--- src/rtl/clap_pkg.sv ---
`default_nettype none
// ============================================================================
//  Module      : clap_pkg
//  Description : Shared state encoding and command-count constants for the
//                clap command controller.
//  Revision    : 1.0 - initial release
// ============================================================================
package clap_pkg;

    // Controller states (3-bit encoding)
    typedef enum logic [2:0] {
        IDLE    = 3'd0,
        LISTEN  = 3'd1,
        HIT     = 3'd2,
        LOCKOUT = 3'd3,
        GAP     = 3'd4,
        REPORT  = 3'd5
    } clap_state_e;

    // Clap counts that select an appliance
    localparam logic [1:0] CMD_LIGHT = 2'd2;
    localparam logic [1:0] CMD_FAN   = 2'd3;

endpackage : clap_pkg
`default_nettype wire

--- src/rtl/clap_window_timer.sv ---
`default_nettype none
// ============================================================================
//  Module      : clap_window_timer
//  Description : Saturating up-counter measuring time since the last clap,
//                with lockout-end and window-end compare flags.
//  Revision    : 1.0 - initial release
// ============================================================================
module clap_window_timer #(
    parameter int CNT_W       = 16,
    parameter int LOCKOUT_CYC = 1000,
    parameter int WINDOW_CYC  = 50000
) (
    input  logic clk,
    input  logic resetn,
    input  logic clr,
    input  logic run,
    output logic lockout_done,
    output logic window_done
);

    localparam logic [CNT_W-1:0] C_LOCK_LAST = CNT_W'(LOCKOUT_CYC - 1);
    localparam logic [CNT_W-1:0] C_WIN_LAST  = CNT_W'(WINDOW_CYC - 1);
    localparam logic [CNT_W-1:0] C_ONE       = CNT_W'(1);

    logic [CNT_W-1:0] count_q;
    logic [CNT_W-1:0] count_d;

    // Next count: clear wins, otherwise count up and hold at all-ones
    always_comb begin
        count_d = count_q;
        if (clr) begin
            count_d = '0;
        end else if (run && (count_q != '1)) begin
            count_d = count_q + C_ONE;
        end
    end

    // Counter register
    always_ff @(posedge clk or negedge resetn) begin
        if (!resetn) begin
            count_q <= '0;
        end else begin
            count_q <= count_d;
        end
    end

    assign lockout_done = (count_q == C_LOCK_LAST);
    assign window_done  = (count_q == C_WIN_LAST);

endmodule : clap_window_timer
`default_nettype wire

--- src/rtl/clap_command_ctrl.sv ---
`default_nettype none
// ============================================================================
//  Module      : clap_command_ctrl
//  Description : Qualifies loud samples into claps, groups claps into
//                commands within a time window, and toggles light / fan.
//  Revision    : 1.0 - initial release
// ============================================================================
module clap_command_ctrl
    import clap_pkg::*;
#(
    parameter int                  SAMPLE_W    = 8,
    parameter logic [SAMPLE_W-1:0] THRESHOLD   = 8'h10,
    parameter int                  HIT_SAMPLES = 2,
    parameter int                  LOCKOUT_CYC = 1000,
    parameter int                  WINDOW_CYC  = 50000,
    parameter int                  MAX_CLAPS   = 3,
    parameter int                  CNT_W       = 16
) (
    input  logic                clk,
    input  logic                resetn,
    input  logic                enable,
    input  logic                sample_valid,
    input  logic [SAMPLE_W-1:0] audio_in,
    output logic                clap_pulse,
    output logic                cmd_valid,
    output logic [1:0]          cmd_claps,
    output logic                light_on,
    output logic                fan_on,
    output logic                busy
);

    localparam logic [2:0] C_HIT_LAST  = 3'(HIT_SAMPLES);
    localparam logic [1:0] C_MAX_CLAPS = 2'(MAX_CLAPS);

    clap_state_e state_q, state_d;
    logic [2:0]  hit_cnt_q, hit_cnt_d;
    logic [1:0]  clap_cnt_q, clap_cnt_d;
    logic        clap_pulse_q, clap_pulse_d;
    logic        cmd_valid_q, cmd_valid_d;
    logic [1:0]  cmd_claps_q, cmd_claps_d;
    logic        light_on_q, light_on_d;
    logic        fan_on_q, fan_on_d;
    logic        busy_q, busy_d;

    logic loud_hit;
    logic clap_reg;
    logic cmd_fire;
    logic in_seq;
    logic window_exp;
    logic lockout_done;
    logic window_done;

    assign loud_hit   = sample_valid && (audio_in > THRESHOLD);
    // Timer only measures while a sequence is open and we are between claps
    assign in_seq     = enable && (clap_cnt_q != 2'd0) &&
                        ((state_q == LOCKOUT) || (state_q == GAP) || (state_q == HIT));
    assign window_exp = window_done && (clap_cnt_q != 2'd0);

    clap_window_timer #(
        .CNT_W       (CNT_W),
        .LOCKOUT_CYC (LOCKOUT_CYC),
        .WINDOW_CYC  (WINDOW_CYC)
    ) u_timer (
        .clk          (clk),
        .resetn       (resetn),
        .clr          (clap_reg || !in_seq),
        .run          (in_seq),
        .lockout_done (lockout_done),
        .window_done  (window_done)
    );

    // Sequencer: hit qualification, lockout, window grouping and reporting
    always_comb begin
        state_d    = state_q;
        hit_cnt_d  = hit_cnt_q;
        clap_cnt_d = clap_cnt_q;
        clap_reg   = 1'b0;
        cmd_fire   = 1'b0;
        if (!enable) begin
            state_d    = IDLE;
            hit_cnt_d  = 3'd0;
            clap_cnt_d = 2'd0;
        end else begin
            case (state_q)
                IDLE: state_d = LISTEN;
                LISTEN, GAP: begin
                    // Window expiry beats a simultaneous loud sample
                    if ((state_q == GAP) && window_exp) begin
                        state_d = REPORT;
                    end else if (loud_hit) begin
                        if (C_HIT_LAST == 3'd1) begin
                            clap_reg = 1'b1;
                        end else begin
                            hit_cnt_d = 3'd1;
                            state_d   = HIT;
                        end
                    end
                end
                HIT: begin
                    if (window_exp) begin
                        hit_cnt_d = 3'd0;
                        state_d   = REPORT;
                    end else if (sample_valid) begin
                        if (loud_hit) begin
                            if ((hit_cnt_q + 3'd1) == C_HIT_LAST) begin
                                clap_reg = 1'b1;
                            end else begin
                                hit_cnt_d = hit_cnt_q + 3'd1;
                            end
                        end else begin
                            hit_cnt_d = 3'd0;
                            state_d   = (clap_cnt_q == 2'd0) ? LISTEN : GAP;
                        end
                    end
                end
                LOCKOUT: begin
                    if (lockout_done) begin
                        state_d = GAP;
                    end
                end
                REPORT: begin
                    cmd_fire   = 1'b1;
                    clap_cnt_d = 2'd0;
                    state_d    = LISTEN;
                end
                default: state_d = IDLE;
            endcase

            if (clap_reg) begin
                hit_cnt_d  = 3'd0;
                clap_cnt_d = clap_cnt_q + 2'd1;
                state_d    = ((clap_cnt_q + 2'd1) == C_MAX_CLAPS) ? REPORT : LOCKOUT;
            end
        end
    end

    // Output and appliance next-state values
    always_comb begin
        clap_pulse_d = clap_reg;
        cmd_valid_d  = cmd_fire;
        cmd_claps_d  = cmd_fire ? clap_cnt_q : cmd_claps_q;
        light_on_d   = light_on_q ^ (cmd_fire && (clap_cnt_q == CMD_LIGHT));
        fan_on_d     = fan_on_q   ^ (cmd_fire && (clap_cnt_q == CMD_FAN));
        busy_d       = (state_d != IDLE) && (state_d != LISTEN);
    end

    // State and output registers
    always_ff @(posedge clk or negedge resetn) begin
        if (!resetn) begin
            state_q      <= IDLE;
            hit_cnt_q    <= 3'd0;
            clap_cnt_q   <= 2'd0;
            clap_pulse_q <= 1'b0;
            cmd_valid_q  <= 1'b0;
            cmd_claps_q  <= 2'd0;
            light_on_q   <= 1'b0;
            fan_on_q     <= 1'b0;
            busy_q       <= 1'b0;
        end else begin
            state_q      <= state_d;
            hit_cnt_q    <= hit_cnt_d;
            clap_cnt_q   <= clap_cnt_d;
            clap_pulse_q <= clap_pulse_d;
            cmd_valid_q  <= cmd_valid_d;
            cmd_claps_q  <= cmd_claps_d;
            light_on_q   <= light_on_d;
            fan_on_q     <= fan_on_d;
            busy_q       <= busy_d;
        end
    end

    assign clap_pulse = clap_pulse_q;
    assign cmd_valid  = cmd_valid_q;
    assign cmd_claps  = cmd_claps_q;
    assign light_on   = light_on_q;
    assign fan_on     = fan_on_q;
    assign busy       = busy_q;

endmodule : clap_command_ctrl
`default_nettype wire

--- config.mk ---
export PLATFORM = sky130hd
export DESIGN_NAME = clap_command_ctrl
export DESIGN_NICKNAME = d
export VERILOG_FILES = /design/src/rtl/clap_pkg.sv /design/src/rtl/clap_window_timer.sv /design/src/rtl/clap_command_ctrl.sv
export SDC_FILE = /design/constraint.sdc
export NUM_CORES = 1
export LEC_CHECK = 0
export BUFFER_PORTS_ARGS = -buffer_cell sky130_fd_sc_hd__buf_2
export CAP_MARGIN = 10
export CORE_MARGIN = 3
export CORE_UTILIZATION = 60
export DETAILED_ROUTE_END_ITERATION = 8
export PLACE_DENSITY = 0.81
export SETUP_SLACK_MARGIN = 0.1
export SYNTH_ARGS = -nofsm -noshare
export SYNTH_HDL_FRONTEND = slang
export SYNTH_SLANG_ARGS = --single-unit
--- constraint.sdc ---
create_clock -name clk -period 6.56 [get_ports clk]
set_input_delay 0.656 -clock clk [delete_from_list [all_inputs] [get_ports clk]]
set_output_delay 0.656 -clock clk [all_outputs]
set_load 0.01 [all_outputs]
==> impl_metrics.env <==
export IMPL_placement_setup_worst_slack_ps=3910
export IMPL_fin_crit_sh_pct=39.8
export IMPL_rsz0062_at_grt="false"
export IMPL_ys_warn_count=0
export IMPL_regToRegSetupSlack_ps=3950
export IMPL_detail_route_vias_per_cell=6.20
export IMPL_data_arrival_at_the_endpoint_of_the_critical_path_ps=2850
export IMPL_slew_viol_final=0
export IMPL_area_growth_pct=8.36
export IMPL_drt_wirelength_per_cell_um=15.2
export IMPL_worst_setup_path_endpoint="u_timer.count_q[14]$_DFFE_PN0P_"
export IMPL_max_slew_worst_pin_slew_ps=906
export IMPL_synthMostInstantiatedCell="sky130_fd_sc_hd__dfrtp_1"
export IMPL_cts_tree="built"
export IMPL_clock_sinks=31
export IMPL_cap_viol_max_count=0
export IMPL_synth_compound_area_share_pct=14.0
export IMPL_antennaDiodeCount=0
export IMPL_finalWorstPathRequiredPeriod_ps=2610
export IMPL_synthCells=196
export IMPL_route_detailed_drc=0
export IMPL_drt_antenna_violating_nets=0
export IMPL_timing_critical_path_to_type="flop"
export IMPL_floorplan_die_width_um=60.9
export IMPL_fmax_mhz=383
export IMPL_pnr_total_power_mw=0.342
export IMPL_synth_seq_cells=31
export IMPL_post_synth_xor_area_fraction_pct=7.26
export IMPL_placement_cell_area_sq_um=1910
export IMPL_final_layout_size_suffix_gt1_share_pct=17.8
export IMPL_yosys_most_used_dff="sky130_fd_sc_hd__dfrtp_1"
export IMPL_critical_path_startpoint="u_timer.count_q[0]$_DFFE_PN0P_"
export IMPL_design_final_nets=237
export IMPL_number_of_h_tree_branching_levels=2
export IMPL_synth_edf_count=0
export IMPL_num_rows=19
export IMPL_grt_remaining_overflow=0
export IMPL_relSlewSlack_pct=39.1
export IMPL_synth_nets=215
export IMPL_yosys_top_cells_area="sky130_fd_sc_hd__dfrtp_1, sky130_fd_sc_hd__nor2_1, sky130_fd_sc_hd__ha_1"
export IMPL_vias_in_the_first_global_route=1551
export IMPL_total_power_density_per_cell_area_nw_per_um2=174
export IMPL_cell_type_contributing_the_most_total_cell_area_after_synthesis="sky130_fd_sc_hd__dfrtp_1"
export IMPL_synth_top_family_by_area="simple AND/OR/NAND/NOR gates"
export IMPL_postCtsSetupBuffers=0
export IMPL_critical_path_max_fanout=16
export IMPL_ctsResizeCount=0
export IMPL_yosys_mux_area_fraction_pct=1.87
export IMPL_timing_reg2reg_worst_path_depth=7
export IMPL_p_leak_nw=0.832
export IMPL_worst_r2r_endpoint="u_timer.count_q[14]$_DFFE_PN0P_"
export IMPL_syn_mean_instance_area_sq_um=9.24
export IMPL_die_area_sq_um=3710
export IMPL_cts_root_buffer_cell="sky130_fd_sc_hd__clkbuf_4"
export IMPL_cts_hold_buffers=0
export IMPL_floorplan_core_area_sq_um=2810
export IMPL_fillCellCount=227
export IMPL_wl_um=3810
export IMPL_setup_worst_path_start_class="flop"
export IMPL_clk_latency_ps=330
export IMPL_final_worst_setup_slack_ps=3950
export IMPL_yosys_area_top_type_share_pct=42.8
export IMPL_layout_core_utilization_pct=69.9
export IMPL_critical_path_required_ps=6800
export IMPL_synth_distinct_cells=45
export IMPL_cts_buffers_inserted=5
export IMPL_initial_utilization_pct=64.5
export IMPL_final_setup_tns_ps=0
export IMPL_numPlacedInstances=242
export IMPL_cts_reportedPaths_clkPinSlew_ps=100
export IMPL_final_number_of_setup_violating_endpoints=0
export IMPL_ioPinCount=19
export IMPL_post_synth_instance_area_sq_um=1810
export IMPL_final_setup_skew_ps=6.60
export IMPL_final_non_filler_cells=250
export IMPL_hold_violations=0
export IMPL_num_vias=1549
export IMPL_holdWs_ps=354
export IMPL_first_pass_grt_wire_length_um=6430
export IMPL_async_reset_ff_share_pct=100
export IMPL_stdcell_area_sq_um=1960
export IMPL_antenna_found_initial=0
export IMPL_grt_max_degree=32
export IMPL_hold_class="primary input to asynchronous set/reset pin"
export IMPL_place_detailed_hpwl_um=2730
export IMPL_synth_common_cells="sky130_fd_sc_hd__dfrtp_1, sky130_fd_sc_hd__nor2_1, sky130_fd_sc_hd__nand2_1"
export IMPL_gp_congestion=0.935
export IMPL_number_of_drc_violations_after_detailed_routing_iteration_0=66
export IMPL_synth_yosys_seq_area_share_pct=42.8
export IMPL_synthAdderAreaFrac_pct=4.84
export IMPL_place_port_buffers=18
export IMPL_vdd_ir_drop_worst_mv=0.124
export IMPL_ctsLongestPathBuffers=2
export IMPL_timing_worst_setup_path_type="flop to flop"
export IMPL_timing_rr_start="u_timer.count_q[0]$_DFFE_PN0P_"
export IMPL_synth_simple_gate_area_share_pct=26.3
export IMPL_outcome="finished, final reports clean"
export IMPL_die_h_um=60.9
export IMPL_drt_pre_antenna_iters=4
export IMPL_gr_usage_total_pct=23.0
state kept, by name (all words and copies together), names as in the netlist:
register / count
cmd_claps: 2
state_q: 3
clap_pulse: 1
cmd_valid: 1
light_on: 1
clap_cnt_q: 2
busy: 1
fan_on: 1
u_timer.count_q: 16
hit_cnt_q: 3
placed cells by master, fill, tap and decap left out, drive strengths merged, types with 3 or more instances in the layout:
cell type | netlist | layout
a21oi | 13 | 13
a31oi | 3 | 3
and2b | 3 | 3
and3 | 3 | 3
buf | 2 | 18
clkbuf | 1 | 5
clkinv | 1 | 4
dfrtp | 31 | 31
ha | 7 | 7
inv | 5 | 5
mux2 | 3 | 3
nand2 | 19 | 19
nand3 | 13 | 13
nand4 | 5 | 5
nor2 | 30 | 30
nor3 | 8 | 8
nor4 | 3 | 3
o21ai | 5 | 5
xnor2 | 6 | 6
xor2 | 9 | 9
worst min-delay path by stage:
stage	start	endpoint	slack, ps	cells past startpoint
floorplan	resetn	busy$_DFF_PN0_	360	0
global placement	fan_on$_DFF_PN0_	fan_on$_DFF_PN0_	460	1
detailed placement	light_on$_DFF_PN0_	light_on$_DFF_PN0_	460	1
CTS	resetn	u_timer.count_q[6]$_DFFE_PN0P_	370	1
global route	resetn	u_timer.count_q[4]$_DFFE_PN0P_	390	1
finish	resetn	u_timer.count_q[4]$_DFFE_PN0P_	350	1
logic make-up (layout without fill, tap and decap cells):
logic type,count (synthesis),in the layout
compound gates,37,37
xor+xnor,15,15
fa+ha+maj,7,7
buf+inv,9,32
flops,31,31
mux,3,3
simple gates,94,94
per-layer routing:
metal	wire, um	GRT usage [%]	vias to the layer above
li1	-	-	745
met1	1690	28.8	731
met2	1790	37.7	63
met3	258	7.02	10
met4	58	8.05	0
met5	0	0	-
worst max-delay path: stages, from the launching register on:
cell and delay [ps]:
sky130_fd_sc_hd__dfrtp_1 420, sky130_fd_sc_hd__ha_1 220, sky130_fd_sc_hd__nand4_1 170, sky130_fd_sc_hd__nor3_1 580, sky130_fd_sc_hd__a21o_4 240, sky130_fd_sc_hd__o21ai_2 70, sky130_fd_sc_hd__or3_1 560, sky130_fd_sc_hd__nor3_1 260
final cells by class:
type | instances | area, sq um | share of cell area [%]
Clock inverter | 3 | 15.0 | 0.765
Sequential cell | 31 | 776 | 39.5
Inverter | 6 | 22.5 | 1.15
Multi-Input combinational cell | 156 | 982 | 50.1
Timing Repair Buffer | 18 | 90.1 | 4.59
Tap cell | 31 | 38.8 | 1.98
Clock buffer | 5 | 37.5 | 1.91
power by group:
| part | leakage [nW] | switching, mW | internal [mW] | total (mW) |
|---|---|---|---|---|
| combinational | 0.367 | 0.0220 | 0.0146 | 0.0366 |
| clock | 0.0347 | 0.0652 | 0.0398 | 0.105 |
| sequential | 0.430 | 0.00550 | 0.195 | 0.200 |
| total | 0.832 | 0.0928 | 0.249 | 0.342 |
(Power assumes the default switching activity.)
